**config.mk**
```make
export PLATFORM = sky130hd
export DESIGN_NAME = debug_master_bridge_flat
export DESIGN_NICKNAME = d
export VERILOG_FILES = /design/src/rtl/debug_pkg.sv /design/src/rtl/debug_master_bridge_if.sv /design/src/rtl/debug_master_bridge.sv /design/src/flat_wrapper.sv
export SDC_FILE = /design/constraint.sdc
export NUM_CORES = 1
export LEC_CHECK = 0
export CAP_MARGIN = 10
export CORE_MARGIN = 10
export CORE_UTILIZATION = 40
export CTS_CLUSTER_SIZE = 12
export DETAILED_ROUTE_END_ITERATION = 8
export HOLD_SLACK_MARGIN = 0.05
export PLACE_DENSITY = 0.77
export SETUP_SLACK_MARGIN = 0.3
export SLEW_MARGIN = 30
export SYNTH_ARGS = -nofsm -noshare
export SYNTH_HDL_FRONTEND = slang
export SYNTH_SLANG_ARGS = --single-unit
```
**constraint.sdc**
```tcl
create_clock -name CLK -period 2.2 [get_ports CLK]
set_clock_uncertainty 0.1 [all_clocks]
set_input_delay 0.44 -clock CLK [delete_from_list [all_inputs] [get_ports CLK]]
set_output_delay 0.44 -clock CLK [all_outputs]
set_load 0.01 [all_outputs]
```
**src/rtl/debug_pkg.sv**
```systemverilog
// Shared types and constants for the debug master bridge: FSM state encoding,
// debug register map and counter widths.
package debug_pkg;

  typedef enum logic [1:0] {
    StIdle,
    StReq,
    StRdWait,
    StResp
  } state_e;

  localparam logic [2:0] AddrReg0 = 3'd0;
  localparam logic [2:0] AddrReg1 = 3'd1;
  localparam logic [2:0] AddrReg2 = 3'd2;
  localparam logic [2:0] AddrData = 3'd3;

  localparam int unsigned TimeoutCntW = 16;
  // READ_LATENCY is limited to 1..4, so the reload value READ_LATENCY-1 fits in 2 bits.
  localparam int unsigned LatCntW     = 2;

endpackage

```
**src/rtl/debug_master_bridge_if.sv**
```systemverilog
// Host-side command/response channel of the debug master bridge.
// The host drives the master modport; the bridge uses the slave modport.
interface debug_master_bridge_if;

  logic        cmd_valid;
  logic        cmd_ready;
  logic        cmd_write;
  logic [2:0]  cmd_addr;
  logic [31:0] cmd_wdata;
  logic        rsp_valid;
  logic        rsp_ready;
  logic [31:0] rsp_rdata;
  logic        rsp_error;

  modport master (
    output cmd_valid, cmd_write, cmd_addr, cmd_wdata, rsp_ready,
    input  cmd_ready, rsp_valid, rsp_rdata, rsp_error
  );

  modport slave (
    input  cmd_valid, cmd_write, cmd_addr, cmd_wdata, rsp_ready,
    output cmd_ready, rsp_valid, rsp_rdata, rsp_error
  );

endinterface

```
**src/rtl/debug_master_bridge.sv**
```systemverilog
// Converts single host commands into Avalon-MM master transfers, one outstanding
// command at a time, with fixed read latency and a waitrequest stall timeout.
module debug_master_bridge
  import debug_pkg::*;
#(
  parameter int unsigned READ_LATENCY = 1,
  parameter int unsigned TIMEOUT      = 255
) (
  input  logic                  CLK,
  input  logic                  RST,
  debug_master_bridge_if.slave  host,
  output logic                  chipselect_debug,
  output logic [2:0]            adress_debug,
  output logic                  write_debug,
  output logic [31:0]           writedata_debug,
  output logic                  read_debug,
  input  logic [31:0]           readdata_debug,
  input  logic                  waitrequest_debug
);

  localparam logic [TimeoutCntW-1:0] TimeoutVal = TimeoutCntW'(TIMEOUT);
  localparam logic [LatCntW-1:0]     LatInit    = LatCntW'(READ_LATENCY - 1);

  state_e                 state_q, state_d;
  logic                   write_q, write_d;
  logic [2:0]             addr_q, addr_d;
  logic [31:0]            wdata_q, wdata_d;
  logic [31:0]            rdata_q, rdata_d;
  logic                   error_q, error_d;
  logic [LatCntW-1:0]     lat_q, lat_d;
  logic [TimeoutCntW-1:0] tmo_q, tmo_d;

  always_ff @(posedge CLK or negedge RST) begin
    if (!RST) begin
      state_q <= StIdle;
      write_q <= 1'b0;
      addr_q  <= '0;
      wdata_q <= '0;
      rdata_q <= '0;
      error_q <= 1'b0;
      lat_q   <= '0;
      tmo_q   <= '0;
    end else begin
      state_q <= state_d;
      write_q <= write_d;
      addr_q  <= addr_d;
      wdata_q <= wdata_d;
      rdata_q <= rdata_d;
      error_q <= error_d;
      lat_q   <= lat_d;
      tmo_q   <= tmo_d;
    end
  end

  always_comb begin
    state_d = state_q;
    write_d = write_q;
    addr_d  = addr_q;
    wdata_d = wdata_q;
    rdata_d = rdata_q;
    error_d = error_q;
    lat_d   = lat_q;
    tmo_d   = tmo_q;

    unique case (state_q)
      StIdle: begin
        if (host.cmd_valid) begin
          write_d = host.cmd_write;
          addr_d  = host.cmd_addr;
          wdata_d = host.cmd_wdata;
          rdata_d = '0;
          error_d = 1'b0;
          tmo_d   = '0;
          state_d = StReq;
        end
      end
      StReq: begin
        // A slave releasing waitrequest always wins over an expiring stall count.
        if (!waitrequest_debug) begin
          if (write_q) begin
            state_d = StResp;
          end else begin
            lat_d   = LatInit;
            state_d = StRdWait;
          end
        end else begin
          tmo_d = tmo_q + 1'b1;
          if (tmo_d == TimeoutVal) begin
            error_d = 1'b1;
            state_d = StResp;
          end
        end
      end
      StRdWait: begin
        if (lat_q == '0) begin
          rdata_d = readdata_debug;
          state_d = StResp;
        end else begin
          lat_d = lat_q - 1'b1;
        end
      end
      StResp: begin
        if (host.rsp_ready) begin
          state_d = StIdle;
        end
      end
      default: state_d = StIdle;
    endcase
  end

  assign host.cmd_ready = (state_q == StIdle);
  assign host.rsp_valid = (state_q == StResp);
  assign host.rsp_rdata = rdata_q;
  assign host.rsp_error = error_q;

  assign chipselect_debug = (state_q == StReq);
  assign read_debug       = (state_q == StReq) && !write_q;
  assign write_debug      = (state_q == StReq) && write_q;
  assign adress_debug     = addr_q;
  assign writedata_debug  = wdata_q;

endmodule

```
**src/flat_wrapper.sv**
```systemverilog
// flat-port wrapper written by rule: the top's interface ports become plain ports
module debug_master_bridge_flat import debug_pkg::*;
#(
  parameter int unsigned READ_LATENCY = 1,
  parameter int unsigned TIMEOUT      = 255
)
  (CLK, RST, chipselect_debug, adress_debug, write_debug, writedata_debug, read_debug, readdata_debug, waitrequest_debug, host_cmd_valid, host_cmd_write, host_cmd_addr, host_cmd_wdata, host_rsp_ready, host_cmd_ready, host_rsp_valid, host_rsp_rdata, host_rsp_error);
  debug_master_bridge_if host_i ();
  input  logic CLK;
  input  logic RST;
  output logic chipselect_debug;
  output logic [2:0] adress_debug;
  output logic write_debug;
  output logic [31:0] writedata_debug;
  output logic read_debug;
  input  logic [31:0] readdata_debug;
  input  logic waitrequest_debug;
  input wire logic [$bits(host_i.cmd_valid)-1:0] host_cmd_valid;
  input wire logic [$bits(host_i.cmd_write)-1:0] host_cmd_write;
  input wire logic [$bits(host_i.cmd_addr)-1:0] host_cmd_addr;
  input wire logic [$bits(host_i.cmd_wdata)-1:0] host_cmd_wdata;
  input wire logic [$bits(host_i.rsp_ready)-1:0] host_rsp_ready;
  output wire logic [$bits(host_i.cmd_ready)-1:0] host_cmd_ready;
  output wire logic [$bits(host_i.rsp_valid)-1:0] host_rsp_valid;
  output wire logic [$bits(host_i.rsp_rdata)-1:0] host_rsp_rdata;
  output wire logic [$bits(host_i.rsp_error)-1:0] host_rsp_error;
  assign host_i.cmd_valid = host_cmd_valid;
  assign host_i.cmd_write = host_cmd_write;
  assign host_i.cmd_addr = host_cmd_addr;
  assign host_i.cmd_wdata = host_cmd_wdata;
  assign host_i.rsp_ready = host_rsp_ready;
  assign host_cmd_ready = host_i.cmd_ready;
  assign host_rsp_valid = host_i.rsp_valid;
  assign host_rsp_rdata = host_i.rsp_rdata;
  assign host_rsp_error = host_i.rsp_error;
  debug_master_bridge #(.READ_LATENCY(READ_LATENCY), .TIMEOUT(TIMEOUT)) u_core (.CLK(CLK), .RST(RST), .host(host_i), .chipselect_debug(chipselect_debug), .adress_debug(adress_debug), .write_debug(write_debug), .writedata_debug(writedata_debug), .read_debug(read_debug), .readdata_debug(readdata_debug), .waitrequest_debug(waitrequest_debug));
endmodule
```
==> flow_summary.toml <==
[timing]
hold_ws_ns = 0.4061
setup_viol = 0
tightest_slew_ns = 0.6257
finalCritPeriodShare = 0.9786
slew_headroom = 0.5829
period_needed_ns = 2.153
fmax_ghz = 0.4645
hold_violations = 0
rsz0062_at_grt = "true"
finalMaxSlewViolations = 0
setup_tns_ns = 0

[clock_tree]
cts_buffers = 9
clk_path_buf_depth = 2
cts_root_buffer = "clkbuf_8"
clkTransAtPathRegs_ns = 0.08
clk_latency_ns = 0.36
htree_num_levels = 3
cts_tree = "built"
cts_num_sinks = 89

[route]
drc = 0
vias = 3504
wire_per_inst_um = 18.05
firstDrtPassIters = 5
routed_via_density = 5.238
final_antenna_net_count = 0
wl_mm = 12.07
first_iter_violations = 301

[place]
dp_cells = 627
place_hpwl_mm = 8.418
place.gp.congestion = 0.8906
dpl-instance-area_um2 = 5771
portBuffers = 145

[critical_path]
cp.required_ns = 2.40
crit_start = "u_core.tmo_q[9]$_DFFE_PN0P_"
arrival_ns = 2.35
cp_max_fo = 7
ff2ff_path_depth = 7
cp-end-kind = "register"
regToRegStartpoint = "u_core.tmo_q[9]$_DFFE_PN0P_"
path_class = "register to register"
start_kind = "register"

[floorplan]
row_count = 36
fp.dieW_um = 119.9
die_h_um = 119.9
start_util = 0.4087
ioPinCount = 146
core-area_um2 = 9774
die_area_um2 = 14390

[hold_path]
hold_class = "register to register"
hp-start = "u_core.writedata_debug[29]$_DFFE_PN0P_"
hold_depth = 1

[grt]
grt_pass1_vias = 3687
grt_antenna_before_repair = 0
grt_pass1_wl_mm = 18.89
track_usage = 0.1604
grt_max_degree = 48
grt.overflow.total = 0

[pwr]
power_w = 0.007894
power.density_nw_per_um2 = 1238
ir_worst_vdd_mv = 0.7567
p_leak_nw = 2.701

[synth]
synthFlopType = "dfrtp_1"
synth_nets = 425
synthCells = 345
ys_seq_area_frac = 0.5575
synth_cell_types = 50
ys_ff_latch = 89
syn_avg_cell_area_um2 = 11.58
synth_area_um2 = 3995
synth_edf_count = 0
async_reset_ff_frac = 1.000
yosys_warnings = 0

[final_layout]
syn_to_final_growth_pct = 59.60
nFillCells = 752
layout-drive-gt1-share = 0.2892
nets = 611
fin_cells = 669
final_cell_area_um2 = 6376
diodes = 0

[job]
drv_cap = 0

[run_status]
status = "completed"
## area by class of cell
| type | instances | area, um2 | share of cell area |
|---|---|---|---|
| multi-input cells | 226 | 1887 | 0.2959 |
| repair buffers | 195 | 1861 | 0.2918 |
| well taps | 133 | 166.4 | 0.02610 |
| clock inverters | 1 | 7.507 | 0.001177 |
| clock buffers | 15 | 186.4 | 0.02924 |
| inverters | 10 | 37.54 | 0.005887 |
| flip-flops and latches | 89 | 2231 | 0.3499 |
## cell families (layout without fill, tap and decap cells)
kind of cell / after synthesis / after routing / share of synthesized area
compound gates: 91 / 91 / 0.1597
xor+xnor: 2 / 2 / 0.004385
buf+inv: 31 / 221 / 0.03664
fa+ha+maj: 7 / 7 / 0.02192
flops: 89 / 89 / 0.5575
simple gates: 89 / 90 / 0.1184
mux: 36 / 36 / 0.1015
## Yosys cell counts (3+ instances only)
library cell | n | area (um2)
mux2_2 | 36 | 405.4
ha_1 | 7 | 87.58
nor2_1 | 25 | 93.84
o31ai_1 | 3 | 22.52
nor3_1 | 8 | 40.04
inv_1 | 10 | 37.54
dfrtp_1 | 89 | 2227
a22o_1 | 32 | 280.3
o21ai_0 | 32 | 160.2
a21oi_1 | 8 | 40.04
buf_4 | 3 | 22.52
nor2b_1 | 3 | 18.77
nand4_1 | 5 | 31.28
clkbuf_1 | 15 | 56.30
a31oi_1 | 3 | 18.77
nand3_1 | 11 | 55.05
nand2_1 | 19 | 71.32
## where the power goes
part           internal (W)  total (W)  leakage (nW)  switching [W]
Combinational       0.00231    0.00409          1.47        0.00179
Clock              0.000536    0.00108        0.0960       0.000545
Sequential          0.00232    0.00272          1.13       0.000404
## critical path, cell delays in order (launching register included)
cell     delay [ns]
dfrtp_1        0.51
nand3_2        0.25
nor4_4         0.33
xnor2_2        0.18
nand4_4        0.17
buf_6          0.17
or3_1          0.31
nand3_2        0.07
## state kept, by name, indices dropped and copies added (netlist names)
signal and cells:
u_core.writedata_debug 32, u_core.lat_q 2, u_core.host.rsp_rdata 32, u_core.tmo_q 16
u_core.write_q 1, u_core.adress_debug 3, u_core.state_q 2, u_core.host.rsp_error 1
## through the flow
step	setup slack (ns)	utilization
floorplan	0.1156	-
global placement	-0.1816	0.5899
detailed placement	-0.2941	0.5904
CTS	0.09244	0.6286
global route	-0.03981	0.6523
finish	0.04717	0.6523
## per-layer routing
layer / GRT usage / part of all wire / vias to the layer above
li1: - / - / 1623
met1: 0.1856 / 0.40 / 1715
met2: 0.2682 / 0.50 / 150
met3: 0.06142 / 0.088 / 16
met4: 0.05204 / 0.013 / 0
met5: 0 / 0 / -
## final timing paths
check,end,slack [ns]
worst max register to register,u_core.state_q[1]$_DFFE_PN0P_,0.05
worst max-delay path,u_core.state_q[1]$_DFFE_PN0P_,0.05
worst min register to register,u_core.writedata_debug[29]$_DFFE_PN0P_,0.41
worst min-delay path,u_core.writedata_debug[29]$_DFFE_PN0P_,0.41
max in group asynchronous,u_core.host.rsp_rdata[22]$_DFFE_PN0P_,0.84
min in group asynchronous,u_core.host.rsp_rdata[4]$_DFFE_PN0P_,0.55
## placed cells by master, fill, tap and decap left out, types with 3 or more instances in the layout
| master | n |
|---|---|
| a21oi_1 | 8 |
| a22o_1 | 32 |
| a31oi_1 | 3 |
| buf_4 | 43 |
| buf_6 | 6 |
| clkbuf_8 | 14 |
| clkdlybuf4s50_1 | 139 |
| dfrtp_1 | 86 |
| dfrtp_2 | 3 |
| ha_4 | 3 |
| inv_1 | 7 |
| inv_2 | 3 |
| mux2_2 | 36 |
| nand2_1 | 19 |
| nand3_1 | 8 |
| nand3_2 | 3 |
| nand4_1 | 5 |
| nor2_1 | 19 |
| nor2_4 | 6 |
| nor3_1 | 4 |
| nor3_2 | 3 |
| o21ai_0 | 29 |
| o21ai_2 | 4 |
| o31ai_1 | 3 |
## repair_timing
| item | 4_1_cts | 5_1_grt |
|---|---|---|
| hold buffers | 1 | 0 |
| endpoints found under the setup margin | 60 | 67 |
| resized for setup | 32 | 42 |
| cloned | 0 | 1 |
| endpoints found under the hold margin | 45 | 0 |
| setup buffers | 15 | 9 |
| pin swaps | 12 | 13 |
Power figures use the tool's default switching activity.
